`src/rtl/robo_sequenciador_if.sv`:
```
// Sequencer <-> navigation core link: frozen snapshot, step/hold control, heading and the core's commands.
interface robo_sequenciador_if;
  logic       core_head;
  logic       core_left;
  logic       core_under;
  logic       core_barrier;
  logic       core_step;
  logic       core_rst;
  logic [1:0] direcao;
  logic       core_avancar;
  logic       core_girar;
  logic       core_recolher;
  logic [1:0] core_direcao_next;

  modport master (
    output core_head, core_left, core_under, core_barrier,
    output core_step, core_rst, direcao,
    input  core_avancar, core_girar, core_recolher, core_direcao_next
  );

  modport slave (
    input  core_head, core_left, core_under, core_barrier,
    input  core_step, core_rst, direcao,
    output core_avancar, core_girar, core_recolher, core_direcao_next
  );
endinterface

```
`src/rtl/robo_sequenciador.sv`:
```
// Sensor-snapshot / single-step / timed-motor sequencer wrapped around the navigation core FSM.
// Owns heading, advance and debris counters, stuck-turn detection and the core's hold.
module robo_sequenciador #(
  parameter int unsigned STEP_DIV       = 4,
  parameter int unsigned COLLECT_CYCLES = 3,
  parameter int unsigned TURN_LIMIT     = 4,
  parameter int unsigned CNT_W          = 8
) (
  input  logic                 clock,
  input  logic                 reset,
  input  logic                 start,
  input  logic                 head,
  input  logic                 left,
  input  logic                 under,
  input  logic                 barrier,
  robo_sequenciador_if.master  core,
  output logic                 mot_avancar,
  output logic                 mot_girar,
  output logic                 mot_recolher,
  output logic                 busy,
  output logic                 halted,
  output logic                 fault,
  output logic [CNT_W-1:0]     passos,
  output logic [CNT_W-1:0]     entulhos
);

  localparam int unsigned MAX_IVL = (STEP_DIV > COLLECT_CYCLES) ? STEP_DIV : COLLECT_CYCLES;
  localparam int unsigned IW      = $clog2(MAX_IVL + 1);
  localparam int unsigned TW      = $clog2(TURN_LIMIT + 1);

  typedef enum logic [2:0] {
    S_IDLE, S_SAMPLE, S_STEP, S_MOVE, S_TURN, S_COLLECT, S_HALT, S_FAULT
  } state_t;

  state_t           state_q, state_d;
  logic [3:0]       snap_q, snap_d;
  logic [1:0]       dir_q, dir_d;
  logic [TW-1:0]    turn_q, turn_d;
  logic [IW-1:0]    ivl_q, ivl_d;
  logic [CNT_W-1:0] passos_d, entulhos_d;
  logic             step_q, crst_q;

  assign core.core_head    = snap_q[3];
  assign core.core_left    = snap_q[2];
  assign core.core_under   = snap_q[1];
  assign core.core_barrier = snap_q[0];
  assign core.direcao      = dir_q;
  assign core.core_step    = step_q;
  assign core.core_rst     = crst_q;

  always_ff @(posedge clock or posedge reset) begin
    if (reset) state_q <= S_IDLE;
    else       state_q <= state_d;
  end

  // Next state plus datapath updates; command priority is recolher > girar > avancar.
  always_comb begin
    state_d    = state_q;
    snap_d     = snap_q;
    dir_d      = dir_q;
    turn_d     = turn_q;
    ivl_d      = ivl_q;
    passos_d   = passos;
    entulhos_d = entulhos;
    case (state_q)
      S_IDLE, S_HALT: begin
        if (start) state_d = S_SAMPLE;
      end
      S_FAULT: begin
        if (start) begin
          state_d = S_SAMPLE;
          turn_d  = '0;
        end
      end
      S_SAMPLE: begin
        snap_d  = {head, left, under, barrier};
        state_d = S_STEP;
      end
      S_STEP: begin
        if (core.core_recolher) begin
          state_d = S_COLLECT;
          ivl_d   = IW'(COLLECT_CYCLES - 1);
        end else if (core.core_girar) begin
          state_d = S_TURN;
          dir_d   = core.core_direcao_next;
          turn_d  = turn_q + TW'(1);
          ivl_d   = IW'(STEP_DIV - 1);
        end else if (core.core_avancar) begin
          state_d = S_MOVE;
          turn_d  = '0;
          ivl_d   = IW'(STEP_DIV - 1);
        end else begin
          state_d = S_HALT;
        end
      end
      S_MOVE: begin
        if (ivl_q == '0) begin
          state_d = S_SAMPLE;
          if (passos != '1) passos_d = passos + CNT_W'(1);
        end else begin
          ivl_d = ivl_q - IW'(1);
        end
      end
      S_TURN: begin
        if (ivl_q == '0) begin
          state_d = (turn_q == TW'(TURN_LIMIT)) ? S_FAULT : S_SAMPLE;
        end else begin
          ivl_d = ivl_q - IW'(1);
        end
      end
      S_COLLECT: begin
        if (ivl_q == '0) begin
          state_d = S_SAMPLE;
          if (entulhos != '1) entulhos_d = entulhos + CNT_W'(1);
        end else begin
          ivl_d = ivl_q - IW'(1);
        end
      end
      default: state_d = S_IDLE;
    endcase
  end

  // Outputs are decoded from the next state so they change on the same edge as the state.
  always_ff @(posedge clock or posedge reset) begin
    if (reset) begin
      snap_q       <= '0;
      dir_q        <= '0;
      turn_q       <= '0;
      ivl_q        <= '0;
      passos       <= '0;
      entulhos     <= '0;
      step_q       <= 1'b0;
      crst_q       <= 1'b1;
      mot_avancar  <= 1'b0;
      mot_girar    <= 1'b0;
      mot_recolher <= 1'b0;
      busy         <= 1'b0;
      halted       <= 1'b0;
      fault        <= 1'b0;
    end else begin
      snap_q       <= snap_d;
      dir_q        <= dir_d;
      turn_q       <= turn_d;
      ivl_q        <= ivl_d;
      passos       <= passos_d;
      entulhos     <= entulhos_d;
      step_q       <= (state_d == S_STEP);
      crst_q       <= (state_d == S_IDLE) || (state_d == S_HALT) || (state_d == S_FAULT);
      mot_avancar  <= (state_d == S_MOVE);
      mot_girar    <= (state_d == S_TURN);
      mot_recolher <= (state_d == S_COLLECT);
      busy         <= (state_d == S_SAMPLE) || (state_d == S_STEP) || (state_d == S_MOVE) ||
                      (state_d == S_TURN)   || (state_d == S_COLLECT);
      halted       <= (state_d == S_HALT);
      fault        <= (state_d == S_FAULT);
    end
  end

endmodule

```
`src/flat_wrapper.sv`:
```
// flat-port wrapper written by rule: the top's interface ports become plain ports
module robo_sequenciador_flat 
#(
  parameter int unsigned STEP_DIV       = 4,
  parameter int unsigned COLLECT_CYCLES = 3,
  parameter int unsigned TURN_LIMIT     = 4,
  parameter int unsigned CNT_W          = 8
)
  (clock, reset, start, head, left, under, barrier, mot_avancar, mot_girar, mot_recolher, busy, halted, fault, passos, entulhos, core_core_head, core_core_left, core_core_under, core_core_barrier, core_core_step, core_core_rst, core_direcao, core_core_avancar, core_core_girar, core_core_recolher, core_core_direcao_next);
  robo_sequenciador_if core_i ();
  input  logic clock;
  input  logic reset;
  input  logic start;
  input  logic head;
  input  logic left;
  input  logic under;
  input  logic barrier;
  output logic mot_avancar;
  output logic mot_girar;
  output logic mot_recolher;
  output logic busy;
  output logic halted;
  output logic fault;
  output logic [CNT_W-1:0] passos;
  output logic [CNT_W-1:0] entulhos;
  output wire logic [$bits(core_i.core_head)-1:0] core_core_head;
  output wire logic [$bits(core_i.core_left)-1:0] core_core_left;
  output wire logic [$bits(core_i.core_under)-1:0] core_core_under;
  output wire logic [$bits(core_i.core_barrier)-1:0] core_core_barrier;
  output wire logic [$bits(core_i.core_step)-1:0] core_core_step;
  output wire logic [$bits(core_i.core_rst)-1:0] core_core_rst;
  output wire logic [$bits(core_i.direcao)-1:0] core_direcao;
  input wire logic [$bits(core_i.core_avancar)-1:0] core_core_avancar;
  input wire logic [$bits(core_i.core_girar)-1:0] core_core_girar;
  input wire logic [$bits(core_i.core_recolher)-1:0] core_core_recolher;
  input wire logic [$bits(core_i.core_direcao_next)-1:0] core_core_direcao_next;
  assign core_core_head = core_i.core_head;
  assign core_core_left = core_i.core_left;
  assign core_core_under = core_i.core_under;
  assign core_core_barrier = core_i.core_barrier;
  assign core_core_step = core_i.core_step;
  assign core_core_rst = core_i.core_rst;
  assign core_direcao = core_i.direcao;
  assign core_i.core_avancar = core_core_avancar;
  assign core_i.core_girar = core_core_girar;
  assign core_i.core_recolher = core_core_recolher;
  assign core_i.core_direcao_next = core_core_direcao_next;
  robo_sequenciador #(.STEP_DIV(STEP_DIV), .COLLECT_CYCLES(COLLECT_CYCLES), .TURN_LIMIT(TURN_LIMIT), .CNT_W(CNT_W)) u_core (.clock(clock), .reset(reset), .start(start), .head(head), .left(left), .under(under), .barrier(barrier), .core(core_i), .mot_avancar(mot_avancar), .mot_girar(mot_girar), .mot_recolher(mot_recolher), .busy(busy), .halted(halted), .fault(fault), .passos(passos), .entulhos(entulhos));
endmodule
```
`config.mk`:
```
export PLATFORM = sky130hd
export DESIGN_NAME = robo_sequenciador_flat
export DESIGN_NICKNAME = d
export VERILOG_FILES = /design/src/rtl/robo_sequenciador_if.sv /design/src/rtl/robo_sequenciador.sv /design/src/flat_wrapper.sv
export SDC_FILE = /design/constraint.sdc
export NUM_CORES = 1
export LEC_CHECK = 0
export BUFFER_PORTS_ARGS = -buffer_cell sky130_fd_sc_hd__buf_2
export CAP_MARGIN = 20
export CORE_MARGIN = 2
export CORE_UTILIZATION = 40
export CTS_BUF_LIST = sky130_fd_sc_hd__clkbuf_8
export DETAILED_ROUTE_END_ITERATION = 12
export GPL_ROUTABILITY_DRIVEN = 0
export SKIP_CTS_REPAIR_TIMING = 1
export SLEW_MARGIN = 10
export SYNTH_ARGS = -nofsm -noshare
export SYNTH_HDL_FRONTEND = slang
export SYNTH_SLANG_ARGS = --single-unit
export TNS_END_PERCENT = 1
```
`constraint.sdc`:
```
create_clock -name clock -period 2.4 [get_ports clock]
set_clock_uncertainty 0.2 [all_clocks]
set_input_delay 0.12 -clock clock [delete_from_list [all_inputs] [get_ports clock]]
set_output_delay 0.12 -clock clock [all_outputs]
set_load 0.01 [all_outputs]
```
# After elaboration in Yosys (flattened, before gate mapping)
# Cells that the tools add are included.
[classes]
addsub = 4
eq_ne = 22
muxes = 18
bitwise_logic = 1
n_reduce_logical = 19
[ops]
columns = ["operator", "count"]
rows = [
  ["$mux W3", 15],
  ["$eq A3 B3 Y1 const B", 9],
  ["$add A8 B1 Y8 const B", 2],
  ["$ne A8 B8 Y1 const B", 2],
  ["$pmux W3 S5", 1],
  ["$eq A3 B2 Y1 const B", 4],
  ["$pmux W3 S2", 2],
  ["$reduce_and A3 Y1", 4],
  ["$logic_not A3 Y1", 3],
  ["$eq A3 B1 Y1 const B", 2],
  ["$logic_or A1 B1 Y1", 6],
  ["$ne A2 B2 Y1 const B", 3],
  ["$reduce_or A3 Y1", 2],
  ["$ne A4 B4 Y1 const B", 1],
  ["$reduce_and A4 Y1", 1],
  ["$reduce_bool A2 Y1", 2],
  ["$add A3 B1 Y3 const B", 1],
  ["$ne A3 B3 Y1 const B", 1],
  ["$sub A3 B1 Y3 const B", 1],
  ["$reduce_or A2 Y1", 1],
  ["$not A1 Y1", 1],
]
[word_totals]
register_bits = 39
input_bits = 12
output_inout_bits = 30

# Depth between registers and ports, before layout
[logic_depth]
depth_word = 9
depth_mapped = 8
depth_no_buf = 8

# Worst setup path before layout
# No wires, ideal clock.
[synth_path]
path_kind = "reg-to-reg"
from = "register u_core.ivl_q[0]"
to = "register u_core.busy"
arrival_ns = 1.687
slack_ns = 0.374
stages_incl_launch_ff = 9
n_path_buf = 0
period_less_slack_ns = 2.026
cell_sequence = "dfrtp_1 -> inv_1 -> ha_1 -> ha_1 -> nor2b_1 -> a2111o_1 -> o31ai_2 -> and2_1 -> o21ai_0"
[synth_between]
elab_chain_len = 8
elab_cells_between_ends = 13
cone_classes = "eq/ne: 5; mux: 3; reduce/logical: 5"
[synth_lines]
columns = ["item", "line", "text"]
rows = [
  ["from (decl)", "robo_sequenciador.sv:39", "logic [IW-1:0] ivl_q, ivl_d;"],
  ["from (signal assigned)", "robo_sequenciador.sv:144", "ivl_q <= ivl_d;"],
  ["$logic_not A3 Y1 *", "robo_sequenciador.sv:97, robo_sequenciador.sv:105, robo_sequenciador.sv:112", ""],
  ["$mux W3 (on tied branches)", "robo_sequenciador.sv:97, robo_sequenciador.sv:112, robo_sequenciador.sv:105", ""],
  ["$pmux W3 S5 *", "robo_sequenciador.sv:65", "case (state_q)"],
  ["$eq A3 B1 Y1 or $eq A3 B2 Y1 (tied branches)", "robo_sequenciador.sv:152", "busy <= (state_d == S_SAMPLE) || (state_d == S_STEP) || (state_d == S_MOVE) ||"],
  ["$logic_or A1 B1 Y1 (3 in series)", "robo_sequenciador.sv:152", ""],
  ["$logic_or A1 B1 Y1 *", "robo_sequenciador.sv:153", "(state_d == S_TURN) || (state_d == S_COLLECT);"],
  ["to (signal assigned)", "robo_sequenciador.sv:152", ""],
  ["to (decl)", "robo_sequenciador.sv:20", "output logic busy,"],
]
# Every way passes the cells marked *; elsewhere a longest branch is shown, timed or not.
# A chain may end at the register's enable or synchronous reset.

# Worst setup path after layout
# Same ends and word-level chain as after synthesis.

==> impl_metrics.tcl <==
set metrics [dict create \
    fin_crit_ns 2.18 \
    worstPathArrival_ns 2.13 \
    crit_required_ns 2.35 \
    die_h_um 71.7 \
    max_freq_mhz 458 \
    setup_tns_ns 0 \
    num-nets-final 234 \
    cts_buffer_depth 2 \
    synth_xor_area_share_pct 6.68 \
    fin_ws_ns 0.218 \
    cts_buffers 5 \
    core_region_area_mm2 0.00438 \
    clock_sinks 39 \
    final_common_cell "buf_2" \
    clkPwrFrac_pct 17.7 \
    p_int_mw 1.46 \
    synth_top_family_by_area "simple AND/OR/NAND/NOR gates" \
    leakage_nw 1.16 \
    vias 1416 \
    dp_hpwl_mm 2.53 \
    wl_met1_mm 1.52 \
    htree_levels 2 \
    start_util_pct 41.8 \
    track_usage_pct 14.8 \
    fp-row-count 24 \
    critPathCaptureType "flop" \
    avgSynthCellArea_um2 11.4 \
    synthDistinctLibCells 39 \
    hold_class "input pin to flop" \
    grt_antenna_before_repair 0 \
    status "complete, no violations" \
    tightest_slew_ns 0.484 \
    drcViolationCount 0 \
    wl_per_cell_um 13.3 \
    timing.final.crit_share_pct 90.9 \
    cts_root_buf "clkbuf_8" \
    antenna_left 0 \
    synthesis.area_mm2 0.00183 \
    cts_tree "yes" \
    worst_setup_path_start_kind "flop" \
    numPortBuffers 41 \
    dr_wl_met3_um 175 \
    finalHoldViolations 0 \
    drt-total-wl_mm 3.57 \
    p_sw_uw 846 \
    synthSimpleGateAreaFrac_pct 16.2 \
    grt_max_degree 40 \
    ys_ff_latch 39 \
    grt_pass1_wl_mm 5.83 \
    synth.area.mux_share_pct 4.91 \
    viasPerCell 5.26 \
    die_x_um 71.7 \
    drtIter0Drc 70 \
    post-place-ws_ns 0.183 \
    dr.pass1.iters 4 \
    met2_length_mm 1.82 \
    io_pins 42 \
    final_cell_mix "41 x buf_2, 38 x dfrtp_1, 14 x nor2_1, 13 x inv_1, 12 x nand2_1" \
    final_max_slew_viol_count 0 \
    clk_latency_ns 0.29 \
    critPathKind "flop to flop" \
    num_antenna_cells 0 \
    cap_violations 0 \
    relSlewSlack_pct 67.8 \
    power.density_mw_per_mm2 1020 \
    ys_warn_count 0 \
    drive_gt1_share_pct 30.9 \
    clkTransAtPathRegs_ns 0.07 \
    syn_inst 161 \
    p_sw_share_pct 36.7 \
    synth_nets 179 \
    grt_pass1_vias 1356 \
    syn2layout_area_growth_pct 23.4 \
    synth_compound_area_share_pct 11.5 \
    highest_layer "met4" \
    finalSetupViolCount 0 \
    rsz0062_at_grt "no" \
    dieArea_mm2 0.00514 \
    path_max_fanout 8 \
    power_mw 2.30 \
    seq_area_frac_synth_pct 53.3 \
    pwr-share-comb_pct 37.5 \
    power_frac_seq_pct 44.8 \
    overflow 0 \
    peakVddDrop_mv 0.639 \
    synthAdderAreaFrac_pct 4.09 \
]
## per-stage QoR
| stage | hold WS, ns | util [%] | cells | cell area (um2) |
|---|---|---|---|---|
| final | 0.0452 | 51.6 | 269 | 2260 |
| after floorplan | 0.0359 | - | 161 | 1830 |
| after global routing | 0.0519 | 51.6 | 269 | 2260 |
| after global placement | 0.0533 | 47.7 | 252 | 2090 |
| after CTS | -0.244 | 49.6 | 260 | 2170 |
| after detailed placement | 0.0659 | 47.7 | 252 | 2090 |
## layer usage
layer / up-vias / global-route usage, %
li1: 667 / -
met1: 705 / 16.7
met2: 39 / 26.3
met3: 5 / 4.92
met4: 0 / 5.03
met5: - / 0
## registers in the layout (all words and copies together), names as in the netlist, 2 cells and up
name                 flops
u_core.turn_q            3
u_core.ivl_q             3
u_core.passos            8
u_core.snap_q            4
u_core.core.direcao      2
u_core.state_q           3
u_core.entulhos          8
## critical path: stages, from the launching register on
cell and delay, ns:
dfrtp_1 0.37, inv_1 0.05, ha_1 0.19, ha_1 0.27, nor2b_1 0.18, a2111o_1 0.40
o31ai_2 0.10, and2_1 0.20, o21ai_0 0.08
## power groups by stage
stage / registers [mW] / clock network [mW] / logic (mW)
3_5_place_dp: 1.04 / 0 / 0.871
2_1_floorplan: 1.03 / 0 / 0.615
4_1_cts: 1.03 / 0.425 / 0.871
3_3_place_gp: 1.03 / 0 / 0.839
5_1_grt: 1.06 / 0.462 / 0.965
6_report: 1.03 / 0.408 / 0.865
## final cells by class
class / instances / area (um2)
clock buffer: 5 / 68.8
fill: 409 / 2120
clock inverter: 3 / 12.5
multi-input combinational: 108 / 796
tap: 52 / 65.1
timing repair buffer: 51 / 303
inverter: 11 / 41.3
sequential: 39 / 977
## cell families (layout without fill, tap and decap cells)
group,Yosys count,count (layout)
and+or+nand+nor,55,55
buffers and inverters,14,70
AOI/OAI and AO/OA,25,25
muxes,8,8
adders and majority gates,6,6
xor gates and xnor gates,14,14
DFF,39,39
## synth_stat cells
master	count	share of area, %
a2111o_1	1	0.61
a21boi_1	1	0.41
a21oi_1	3	0.82
a21oi_2	1	0.48
a22oi_1	1	0.41
a2bb2oi_1	1	0.48
a32o_1	2	1.1
a32oi_2	1	0.89
and2_1	2	0.68
and2b_4	1	0.55
and3_1	4	1.4
buf_2	1	0.27
buf_4	2	0.82
dfrtp_1	38	52
dfstp_2	1	1.4
ha_1	6	4.1
inv_1	11	2.3
mux2_2	8	4.9
nand2_1	12	2.5
nand2b_1	2	0.68
nand3_1	5	1.4
nand4_1	7	2.4
nand4_2	2	1.4
nor2_1	14	2.9
nor2b_1	1	0.34
nor2b_2	1	0.48
nor3_1	2	0.55
nor3b_1	1	0.41
nor3b_2	1	0.68
o211a_4	2	1.9
o21a_1	1	0.41
o21ai_0	6	1.6
o21ai_1	1	0.27
o22a_1	1	0.48
o31ai_2	1	0.68
o32ai_1	1	0.48
o41ai_1	1	0.48
xnor2_1	8	3.8
xor2_1	6	2.9
## worst paths after layout
path / start / end / slack [ns] / cells past startpoint
worst max-delay path: u_core.ivl_q[0] / u_core.busy / 0.22 / 8
worst min-delay path: core_core_recolher / u_core.turn_q[2] / 0.05 / 4
worst max register to register: u_core.ivl_q[0] / u_core.busy / 0.22 / 8
worst min register to register: u_core.turn_q[2] / u_core.turn_q[2] / 0.29 / 1
max in group asynchronous: reset / u_core.core.core_rst / 1.33 / 4
min in group asynchronous: reset / u_core.passos[4] / 0.30 / 4
(Power assumes the default switching activity.)
